$ cat config.mk
export PLATFORM = sky130hd
export DESIGN_NAME = halfband_interp2
export DESIGN_NICKNAME = d
export VERILOG_FILES = /design/src/rtl/halfband_interp2.sv
export SDC_FILE = /design/constraint.sdc
export NUM_CORES = 2
export LEC_CHECK = 0
export ABC_AREA = 1
export ABC_CLOCK_PERIOD_IN_PS = 8840
export CORE_AREA = 2 2 501 304
export DETAILED_ROUTE_END_ITERATION = 16
export DIE_AREA = 0 0 503 306
export HOLD_SLACK_MARGIN = 0.02
export PLACE_DENSITY = 0.8
export SYNTH_ARGS = -nofsm -noshare
export SYNTH_HDL_FRONTEND = slang
export SYNTH_SLANG_ARGS = --single-unit
$ cat constraint.sdc
create_clock -name sys_clk -period 8.84 [get_ports sys_clk]
set_input_delay 1.768 -clock sys_clk [delete_from_list [all_inputs] [get_ports sys_clk]]
set_output_delay 1.768 -clock sys_clk [all_outputs]
set_load 0.03 [all_outputs]
$ cat src/rtl/halfband_interp2.sv
`default_nettype none
// ============================================================================
// Module   : halfband_interp2
// Desc     : Pipelined polyphase halfband interpolate-by-2 filter with
//            run-time coefficients, output saturation and overrun flag.
//            Optional macro HBI_ROUND_EN: round half up on the convolution
//            phase instead of floor. NZ must be at least 2.
// Revision : 1.0  initial release
// ============================================================================
module halfband_interp2 #(
  parameter int                  WIDTH     = 18,
  parameter int                  NZ        = 4,
  parameter logic [NZ*WIDTH-1:0] COEF_INIT = {18'sd78535, -18'sd15925, 18'sd3274, -18'sd348}
) (
  input  logic                     sys_clk,
  input  logic                     reset,
  input  logic                     in_en,
  input  logic signed [WIDTH-1:0]  x_in,
  input  logic                     coef_we,
  input  logic [$clog2(NZ)-1:0]    coef_addr,
  input  logic signed [WIDTH-1:0]  coef_din,
  output logic signed [WIDTH-1:0]  y,
  output logic                     out_en,
  output logic                     out_phase,
  output logic                     sat,
  output logic                     ovf_err
);

  localparam int c_AW   = $clog2(NZ);
  localparam int c_LVL  = $clog2(NZ);
  localparam int c_NP   = 1 << c_LVL;
  localparam int c_LAT  = 3 + c_LVL;
  localparam int c_ACCW = 2*WIDTH + 1 + c_LVL;
`ifdef HBI_ROUND_EN
  localparam logic signed [c_ACCW:0] c_RND = {{(c_ACCW-WIDTH+2){1'b0}}, 1'b1, {(WIDTH-2){1'b0}}};
`else
  localparam logic signed [c_ACCW:0] c_RND = '0;
`endif

  logic signed [WIDTH-1:0]  r_coef [NZ];
  logic signed [WIDTH-1:0]  r_d    [2*NZ];
  logic signed [WIDTH:0]    r_pair [NZ];
  // Heap-ordered adder tree; node 0 (the root) is folded into the output stage.
  logic signed [c_ACCW-1:0] r_tree [1:2*c_NP-2];
  logic                     r_vld  [1:c_LAT-1];
  logic signed [WIDTH-1:0]  r_ctr  [2:c_LAT-1];
  logic signed [WIDTH-1:0]  r_bval;
  logic                     r_bpend;
  logic                     r_prev_en;
  logic                     r_ovf;
  logic signed [WIDTH-1:0]  r_y;
  logic                     r_out_en;
  logic                     r_phase;
  logic                     r_sat;

  logic signed [c_ACCW:0]   w_acc;
  logic                     w_clip;
  logic signed [WIDTH-1:0]  w_ya;
  logic                     w_unused_lsb;

  always_comb begin
    w_acc  = (c_ACCW+1)'(r_tree[1]) + (c_ACCW+1)'(r_tree[2]) + c_RND;
    w_clip = !((&w_acc[c_ACCW:2*WIDTH-2]) || !(|w_acc[c_ACCW:2*WIDTH-2]));
    if (!w_clip)
      w_ya = w_acc[2*WIDTH-2:WIDTH-1];
    else if (w_acc[c_ACCW])
      w_ya = {1'b1, {(WIDTH-1){1'b0}}};
    else
      w_ya = {1'b0, {(WIDTH-1){1'b1}}};
  end

  // Fractional bits below the output LSB are dropped by the shift.
  assign w_unused_lsb = ^w_acc[WIDTH-2:0];

  always_ff @(posedge sys_clk) begin
    if (reset) begin
      for (int k = 0; k < NZ; k++)          r_coef[k] <= COEF_INIT[k*WIDTH +: WIDTH];
      for (int k = 0; k < 2*NZ; k++)        r_d[k]    <= '0;
      for (int k = 0; k < NZ; k++)          r_pair[k] <= '0;
      for (int n = 1; n <= 2*c_NP-2; n++)   r_tree[n] <= '0;
      for (int k = 1; k < c_LAT; k++)       r_vld[k]  <= 1'b0;
      for (int k = 2; k < c_LAT; k++)       r_ctr[k]  <= '0;
      r_bval    <= '0;
      r_bpend   <= 1'b0;
      r_prev_en <= 1'b0;
      r_ovf     <= 1'b0;
      r_y       <= '0;
      r_out_en  <= 1'b0;
      r_phase   <= 1'b0;
      r_sat     <= 1'b0;
    end else begin
      // Out-of-range addresses match no index and are dropped.
      for (int k = 0; k < NZ; k++)
        if (coef_we && coef_addr == c_AW'(k)) r_coef[k] <= coef_din;

      if (in_en) begin
        r_d[0] <= x_in;
        for (int k = 1; k < 2*NZ; k++) r_d[k] <= r_d[k-1];
      end

      for (int k = 0; k < NZ; k++)
        r_pair[k] <= (WIDTH+1)'(r_d[k]) + (WIDTH+1)'(r_d[2*NZ-1-k]);
      for (int i = 0; i < NZ; i++)
        r_tree[c_NP-1+i] <= c_ACCW'(r_pair[i]) * c_ACCW'(r_coef[i]);
      for (int i = NZ; i < c_NP; i++)
        r_tree[c_NP-1+i] <= '0;
      for (int n = 1; n <= c_NP-2; n++)
        r_tree[n] <= r_tree[2*n+1] + r_tree[2*n+2];

      r_vld[1] <= in_en;
      for (int k = 2; k < c_LAT; k++) r_vld[k] <= r_vld[k-1];
      r_ctr[2] <= r_d[NZ-1];
      for (int k = 3; k < c_LAT; k++) r_ctr[k] <= r_ctr[k-1];

      r_prev_en <= in_en;
      if (in_en && r_prev_en) r_ovf <= 1'b1;

      // A fresh convolution result always wins the slot; a pending centre
      // output is overwritten when samples arrive back to back.
      if (r_vld[c_LAT-1]) begin
        r_y      <= w_ya;
        r_out_en <= 1'b1;
        r_phase  <= 1'b0;
        r_sat    <= w_clip;
        r_bval   <= r_ctr[c_LAT-1];
        r_bpend  <= 1'b1;
      end else if (r_bpend) begin
        r_y      <= r_bval;
        r_out_en <= 1'b1;
        r_phase  <= 1'b1;
        r_sat    <= 1'b0;
        r_bpend  <= 1'b0;
      end else begin
        r_out_en <= 1'b0;
        r_sat    <= 1'b0;
      end
    end
  end

  assign y         = r_y;
  assign out_en    = r_out_en;
  assign out_phase = r_phase;
  assign sat       = r_sat;
  assign ovf_err   = r_ovf | (in_en & r_prev_en);

endmodule
`default_nettype wire

# --- Word-level counts from Yosys, hierarchy flattened ---
# Memories as Yosys holds them, arrays and structs flattened. A register that Yosys moved wholly into a read port is not among the register bits.
# Index checks and enable logic that the tools add are counted.
# Widths: inputs -> output; s select.
word_totals:
  register_bits: 24
  latchBits: 0
  ram_bits: 584
  romBits: 0
  input_bits: 42
  mem_count: 6
memory_table:
  columns: ["name", "words", "word_bits", "rd", "rd_clocked_by_memory_dff", "write_ports", "line", "text"]
  rows:
  - ["r_tree", 6, 39, 6, 0, 6, "44", "logic signed [c_ACCW-1:0] r_tree [1:2*c_NP-2];"]
  - ["r_d", 8, 18, 8, 0, 8, "41", "logic signed [WIDTH-1:0] r_d [2*NZ];"]
  - ["r_pair", 4, 19, 4, 0, 4, "42", "logic signed [WIDTH:0] r_pair [NZ];"]
  - ["r_coef", 4, 18, 4, 0, 4, "40", "logic signed [WIDTH-1:0] r_coef [NZ];"]
  - ["r_ctr", 3, 18, 3, 1, 3, "46", "logic signed [WIDTH-1:0] r_ctr [2:c_LAT-1];"]
  - ["r_vld", 4, 1, 4, 0, 4, "45", "logic r_vld [1:c_LAT-1];"]
classes:
  addsub: 7
  n_mul: 4
  n_div: 0
  magnitude_cmp: 0
  n_eq_ne: 3
  shift: 0
  muxes: 54
  bitwise: 32
  reduce_logical: 14
op_table:
  columns: ["cell", "n"]
  rows:
  - ["$mux 18", 19]
  - ["$mux 39", 6]
  - ["$mul 19x18->37", 4]
  - ["$add 39x39->39", 2]
  - ["$add 18x18->19", 4]
  - ["$mux 19", 4]
  - ["$add 39x39->40", 1]
  - ["$or 1x1->1", 30]
  - ["$mux 1", 25]
  - ["$reduce_and 6->1", 1]
  - ["$reduce_or 6->1", 1]
  - ["$logic_and 1x1->1", 5]
  - ["$eq 2x2->1 const B", 2]
  - ["$reduce_or 2->1", 2]
  - ["$eq 2x1->1 const B", 1]
  - ["$logic_not 1->1", 2]
  - ["$logic_not 2->1", 1]
  - ["$reduce_bool 2->1", 1]
  - ["$and 1x1->1", 1]
  - ["$logic_or 1x1->1", 1]
  - ["$not 1->1", 1]

# --- Logic depth before layout (Yosys ltp) ---
depth:
  ltp_word: 6
  ltp_mapped: 33
  mapped_depth_nobuf: 31

# --- Worst setup path after synthesis ---
# OpenSTA, ideal clock, no wires.
synth_path:
  kind: "input -> register"
  from: "input reset"
  to: "memory r_d[0][0] (enable)"
  t_arrival_ns: 4.934
  required_time_ns: 7.623
  path_slack_ns: 2.689
  cell_stages: 5
  path_buffers: 3
  path_cell_list: "clkbuf_1 -> clkinv_1 -> clkbuf_1 -> clkbuf_1 -> nand2_1"
synth_rtl:
  columns: ["item", "line", "text"]
  rows:
  - ["start: declaration", "16", "input logic reset,"]
  - ["end: declaration", "41", null]

==> impl_metrics.sql <==
INSERT INTO impl_metrics (metric_group, metric, value, unit) VALUES
('finish', 'layout.cells.non_filler', '11900', ''),
('sta', 'hold_violations', '0', ''),
('global_route', 'grt_usage', '31.1', '%'),
('detailed_routing', 'highest_layer', 'met5', ''),
('setup_path', 'cp_num_buf_inv', '7', ''),
('synth', 'synthDistinctLibCells', '55', ''),
('synth', 'async_reset_ff_share', '0', '%'),
('synth', 'yosys_most_used_dff', 'sky130_fd_sc_hd__dfxtp_1', ''),
('setup_path', 'crit-reg2reg-launch', 'r_pair[1][18]$_SDFF_PP0_', ''),
('clock_tree', 'cts_hold_buffers', '0', ''),
('status', 'status', 'complete, but fails checks', ''),
('synth', 'post_syn_instances', '9966', ''),
('sta', 'final-setup-viol-count', '0', ''),
('floorplanning', 'core_area', '0.149', 'mm^2'),
('detailed_routing', 'count_of_nets_left_with_antenna_violations_after_detail_routing', '1', ''),
('detailed_routing', 'wl_met1', '102000', 'um'),
('sta', 'max_clock_freq', '142', 'MHz'),
('floorplanning', 'boundaryPins', '64', ''),
('sta', 'finalWorstPathRequiredPeriod', '7030', 'ps'),
('finish', 'nFillCells', '13300', ''),
('synth', 'syn_nets', '12000', ''),
('finish', 'multi_input_comb_area', '0.0537', 'mm^2'),
('global_route', 'via_count_of_the_first_global_routing_pass', '64700', ''),
('clock_tree', 'cts.path.max_buffers', '3', ''),
('synth', 'seq_cells_post_synth', '618', ''),
('clock_tree', 'post_cts_setup_buffers', '0', ''),
('synth', 'syn_avg_cell_area', '8.05', 'um^2'),
('clock_tree', 'cts-resized-gates', '0', ''),
('setup_path', 'worstSetupStartpoint', 'r_pair[1][18]$_SDFF_PP0_', ''),
('sta', 'rsz0062_at_grt', 'false', ''),
('place', 'dpl.cell_count', '11700', ''),
('hold_path', 'hp-class', 'reg -> reg', ''),
('clock_tree', 'cts_htree_levels', '3', ''),
('floorplanning', 'fp.dieH', '306', 'um'),
('floorplanning', 'die_width', '503', 'um'),
('sta', 'totalNegativeSetupSlack', '0', 'ps'),
('setup_path', 'critPathTopFamily', 'adder cells', ''),
('clock_tree', 'clk_transition_reported_paths', '70', 'ps'),
('setup_path', 'timing.critical_path.slowest_cell_delay', '900', 'ps'),
('finish', 'areaGrowthSynthToFinish', '5.78', '%'),
('floorplanning', 'design.die.area', '0.154', 'mm^2'),
('job', 'maxCapViolations', '0', ''),
('hold_path', 'hp-start', 'r_ctr[2][4]$_SDFF_PP0_', ''),
('floorplanning', 'num_rows', '110', ''),
('sta', 'slew_violations', '0', ''),
('setup_path', 'criticalPathCategory', 'reg -> reg', ''),
('clock_tree', 'clock_tree_from_tritoncts', 'built', ''),
('setup_path', 'worst_path_most_repeated_cell', 'sky130_fd_sc_hd__inv_1', ''),
('place', 'gp_congestion', '1.03', ''),
('detailed_routing', 'detail_route.drc_violations', '0', ''),
('setup_path', 'worst_setup_path_start_kind', 'flip-flop', ''),
('setup_path', 'critical_path.endpoint_type', 'flip-flop', ''),
('detailed_routing', 'routed_wirelength', '235000', 'um'),
('place', 'buffer_ports.inserted', '63', ''),
('synth', 'synth-edff-count', '216', ''),
('setup_path', 'ff2ff_setup_slack', '1810', 'ps'),
('clock_tree', 'clock-sinks', '618', ''),
('clock_tree', 'cts-buffers-inserted', '67', ''),
('synth', 'post_synth_instance_area', '0.0802', 'mm^2'),
('finish', 'nNetsFinal', '11800', ''),
('detailed_routing', 'drt-pass1-iter-count', '7', ''),
('detailed_routing', 'detailed_router_s_first_iteration_violation_count', '6922', ''),
('detailed_routing', 'wl_met2', '92500', 'um'),
('finish', 'area.sequential', '0.0145', 'mm^2'),
('sta', 'final_min_period_over_clock_period', '79.5', '%'),
('detailed_routing', 'vias', '63700', ''),
('synth', 'synth-warning-count', '0', ''),
('detailed_routing', 'wl_per_cell', '19.7', 'um'),
('global_route', 'first_pass_grt_wire_length', '367000', 'um'),
('setup_path', 'worst_ep_required_time', '9410', 'ps'),
('status', 'violations_in_the_final_reports', 'antenna violations', '');
## worst reg2reg max path: stages, from the launching register on
cell                       delay [ps]
sky130_fd_sc_hd__dfxtp_1          900
sky130_fd_sc_hd__nand2_1          260
sky130_fd_sc_hd__inv_1            200
sky130_fd_sc_hd__fa_1             460
sky130_fd_sc_hd__inv_1            220
sky130_fd_sc_hd__fa_1             450
sky130_fd_sc_hd__inv_1            140
sky130_fd_sc_hd__ha_1             490
sky130_fd_sc_hd__inv_1            320
sky130_fd_sc_hd__fa_1             580
sky130_fd_sc_hd__inv_1             60
sky130_fd_sc_hd__fa_1             530
sky130_fd_sc_hd__inv_1             50
sky130_fd_sc_hd__fa_1             470
sky130_fd_sc_hd__inv_1             40
sky130_fd_sc_hd__ha_1             420
sky130_fd_sc_hd__nand2_1          160
sky130_fd_sc_hd__nor2_1           220
sky130_fd_sc_hd__nand3b_1         120
sky130_fd_sc_hd__nand3_1          230
sky130_fd_sc_hd__nand3_1          110
sky130_fd_sc_hd__nand2_1          130
sky130_fd_sc_hd__o21ai_0           90
sky130_fd_sc_hd__a21oi_1          260
## kinds of logic (layout without fill, tap and decap cells)
family	count (synthesis)	after routing	synth area share [%]
other	0	15	0
XOR/XNOR	73	73	0.797
adder cells (fa/ha/maj)	1950	1950	43.4
AO/OA/AOI/OAI	1189	1189	8.25
flip-flops	618	618	18.1
buffers and inverters	3174	3064	14.9
AND/OR/NAND/NOR	2962	2962	14.6
## final timing paths
kind	endpoint	cells after the start
hold reg to reg	r_ctr[3][4]$_SDFF_PP0_	2
setup / recovery	r_tree[2][38]$_SDFF_PP0_	23
setup reg to reg	r_tree[2][38]$_SDFF_PP0_	23
hold / removal	r_ctr[3][4]$_SDFF_PP0_	2
## cells in the final DEF, fill, tap and decap left out, drive strengths merged, types with 18 or more instances in the layout
master | netlist | final
xor2 | 34 | 34
clkinv | 3 | 20
edfxtp | 216 | 216
a31oi | 38 | 38
a21oi | 584 | 584
o21bai | 20 | 20
nor2 | 691 | 691
inv | 2802 | 2815
nand4 | 34 | 34
nand3 | 99 | 99
fa | 1386 | 1386
a21o | 24 | 24
a21boi | 18 | 18
xnor2 | 39 | 39
o21a | 81 | 81
buf | 56 | 72
dfxtp | 402 | 402
o31ai | 19 | 19
o21ai | 361 | 361
nor3 | 23 | 23
nand2 | 2058 | 2058
or2 | 21 | 21
ha | 564 | 564
clkbuf | 313 | 86
clkdlybuf4s50 | 0 | 62
## state kept, by name, indices dropped and copies added (netlist names)
register / flops
r_tree: 226
out_en: 1
sat: 1
r_bval: 18
r_pair: 76
out_phase: 1
y: 18
r_ctr: 54
r_bpend: 1
r_d: 144
r_coef: 72
r_prev_en: 1
r_ovf: 1
r_vld: 4
## cell type report
cell class	instances	share of cell area, %
clock buffer	85	2.23
multi-input combinational	6174	63.3
tap	2016	2.97
timing repair buffer	135	1.40
inverter	2805	12.4
clock inverter	39	0.463
antenna	15	0.0442
sequential	618	17.1
## cell usage after synthesis (3+ instances only)
master / count / area share (%)
sky130_fd_sc_hd__inv_1: 2798 / 13
sky130_fd_sc_hd__nand2_1: 2036 / 9.5
sky130_fd_sc_hd__fa_1: 1386 / 35
sky130_fd_sc_hd__nor2_1: 681 / 3.2
sky130_fd_sc_hd__a21oi_1: 574 / 3.6
sky130_fd_sc_hd__ha_1: 564 / 8.8
sky130_fd_sc_hd__dfxtp_1: 402 / 10
sky130_fd_sc_hd__o21ai_0: 345 / 2.2
sky130_fd_sc_hd__clkbuf_1: 313 / 1.5
sky130_fd_sc_hd__edfxtp_1: 216 / 8.1
sky130_fd_sc_hd__nand3_1: 91 / 0.57
sky130_fd_sc_hd__o21a_1: 81 / 0.76
sky130_fd_sc_hd__buf_1: 54 / 0.25
sky130_fd_sc_hd__xnor2_1: 39 / 0.43
sky130_fd_sc_hd__a31oi_1: 38 / 0.30
sky130_fd_sc_hd__nand4_1: 34 / 0.27
sky130_fd_sc_hd__xor2_1: 34 / 0.37
sky130_fd_sc_hd__a21o_1: 24 / 0.22
sky130_fd_sc_hd__nor3_1: 22 / 0.14
sky130_fd_sc_hd__nand2_2: 21 / 0.16
sky130_fd_sc_hd__or2_2: 21 / 0.16
sky130_fd_sc_hd__o21bai_1: 20 / 0.19
sky130_fd_sc_hd__o31ai_1: 19 / 0.18
sky130_fd_sc_hd__a21boi_0: 17 / 0.16
sky130_fd_sc_hd__nor4_1: 17 / 0.13
sky130_fd_sc_hd__o21ai_1: 16 / 0.10
sky130_fd_sc_hd__a221oi_1: 14 / 0.15
sky130_fd_sc_hd__a21oi_2: 9 / 0.098
sky130_fd_sc_hd__nand3b_1: 8 / 0.075
sky130_fd_sc_hd__o221ai_1: 8 / 0.087
sky130_fd_sc_hd__nand3_2: 7 / 0.087
sky130_fd_sc_hd__and2_1: 5 / 0.039
sky130_fd_sc_hd__nor2_2: 5 / 0.039
sky130_fd_sc_hd__nor2_4: 5 / 0.070
sky130_fd_sc_hd__o211ai_1: 5 / 0.047
sky130_fd_sc_hd__a211oi_1: 4 / 0.037
sky130_fd_sc_hd__inv_2: 4 / 0.019
sky130_fd_sc_hd__o211a_1: 4 / 0.050
sky130_fd_sc_hd__clkinv_1: 3 / 0.014
sky130_fd_sc_hd__nor3b_1: 3 / 0.028
sky130_fd_sc_hd__o2111ai_1: 3 / 0.033
## layer usage
layer  track usage (%)  vias up
met2              42.3     3365
met3              11.8      414
li1                  -    29000
met4              8.10       20
met1              46.3    31000
met5                 0        -
## stage by stage
step | utilization (%) | hold slack, ps | setup WS [ps] | cell area (um^2)
floorplan | - | 388 | 2690 | 80200
global placement | 55.3 | 388 | 2040 | 82500
detailed placement | 55.3 | 393 | 1910 | 82500
CTS | 56.8 | 390 | 1900 | 84800
global route | 56.9 | 408 | 1380 | 84800
finish | 56.9 | 393 | 1810 | 84800
Power is left out: the tool's default activity adds up to more than one toggle a clock period on the data nets, which glitch-free logic cannot reach.
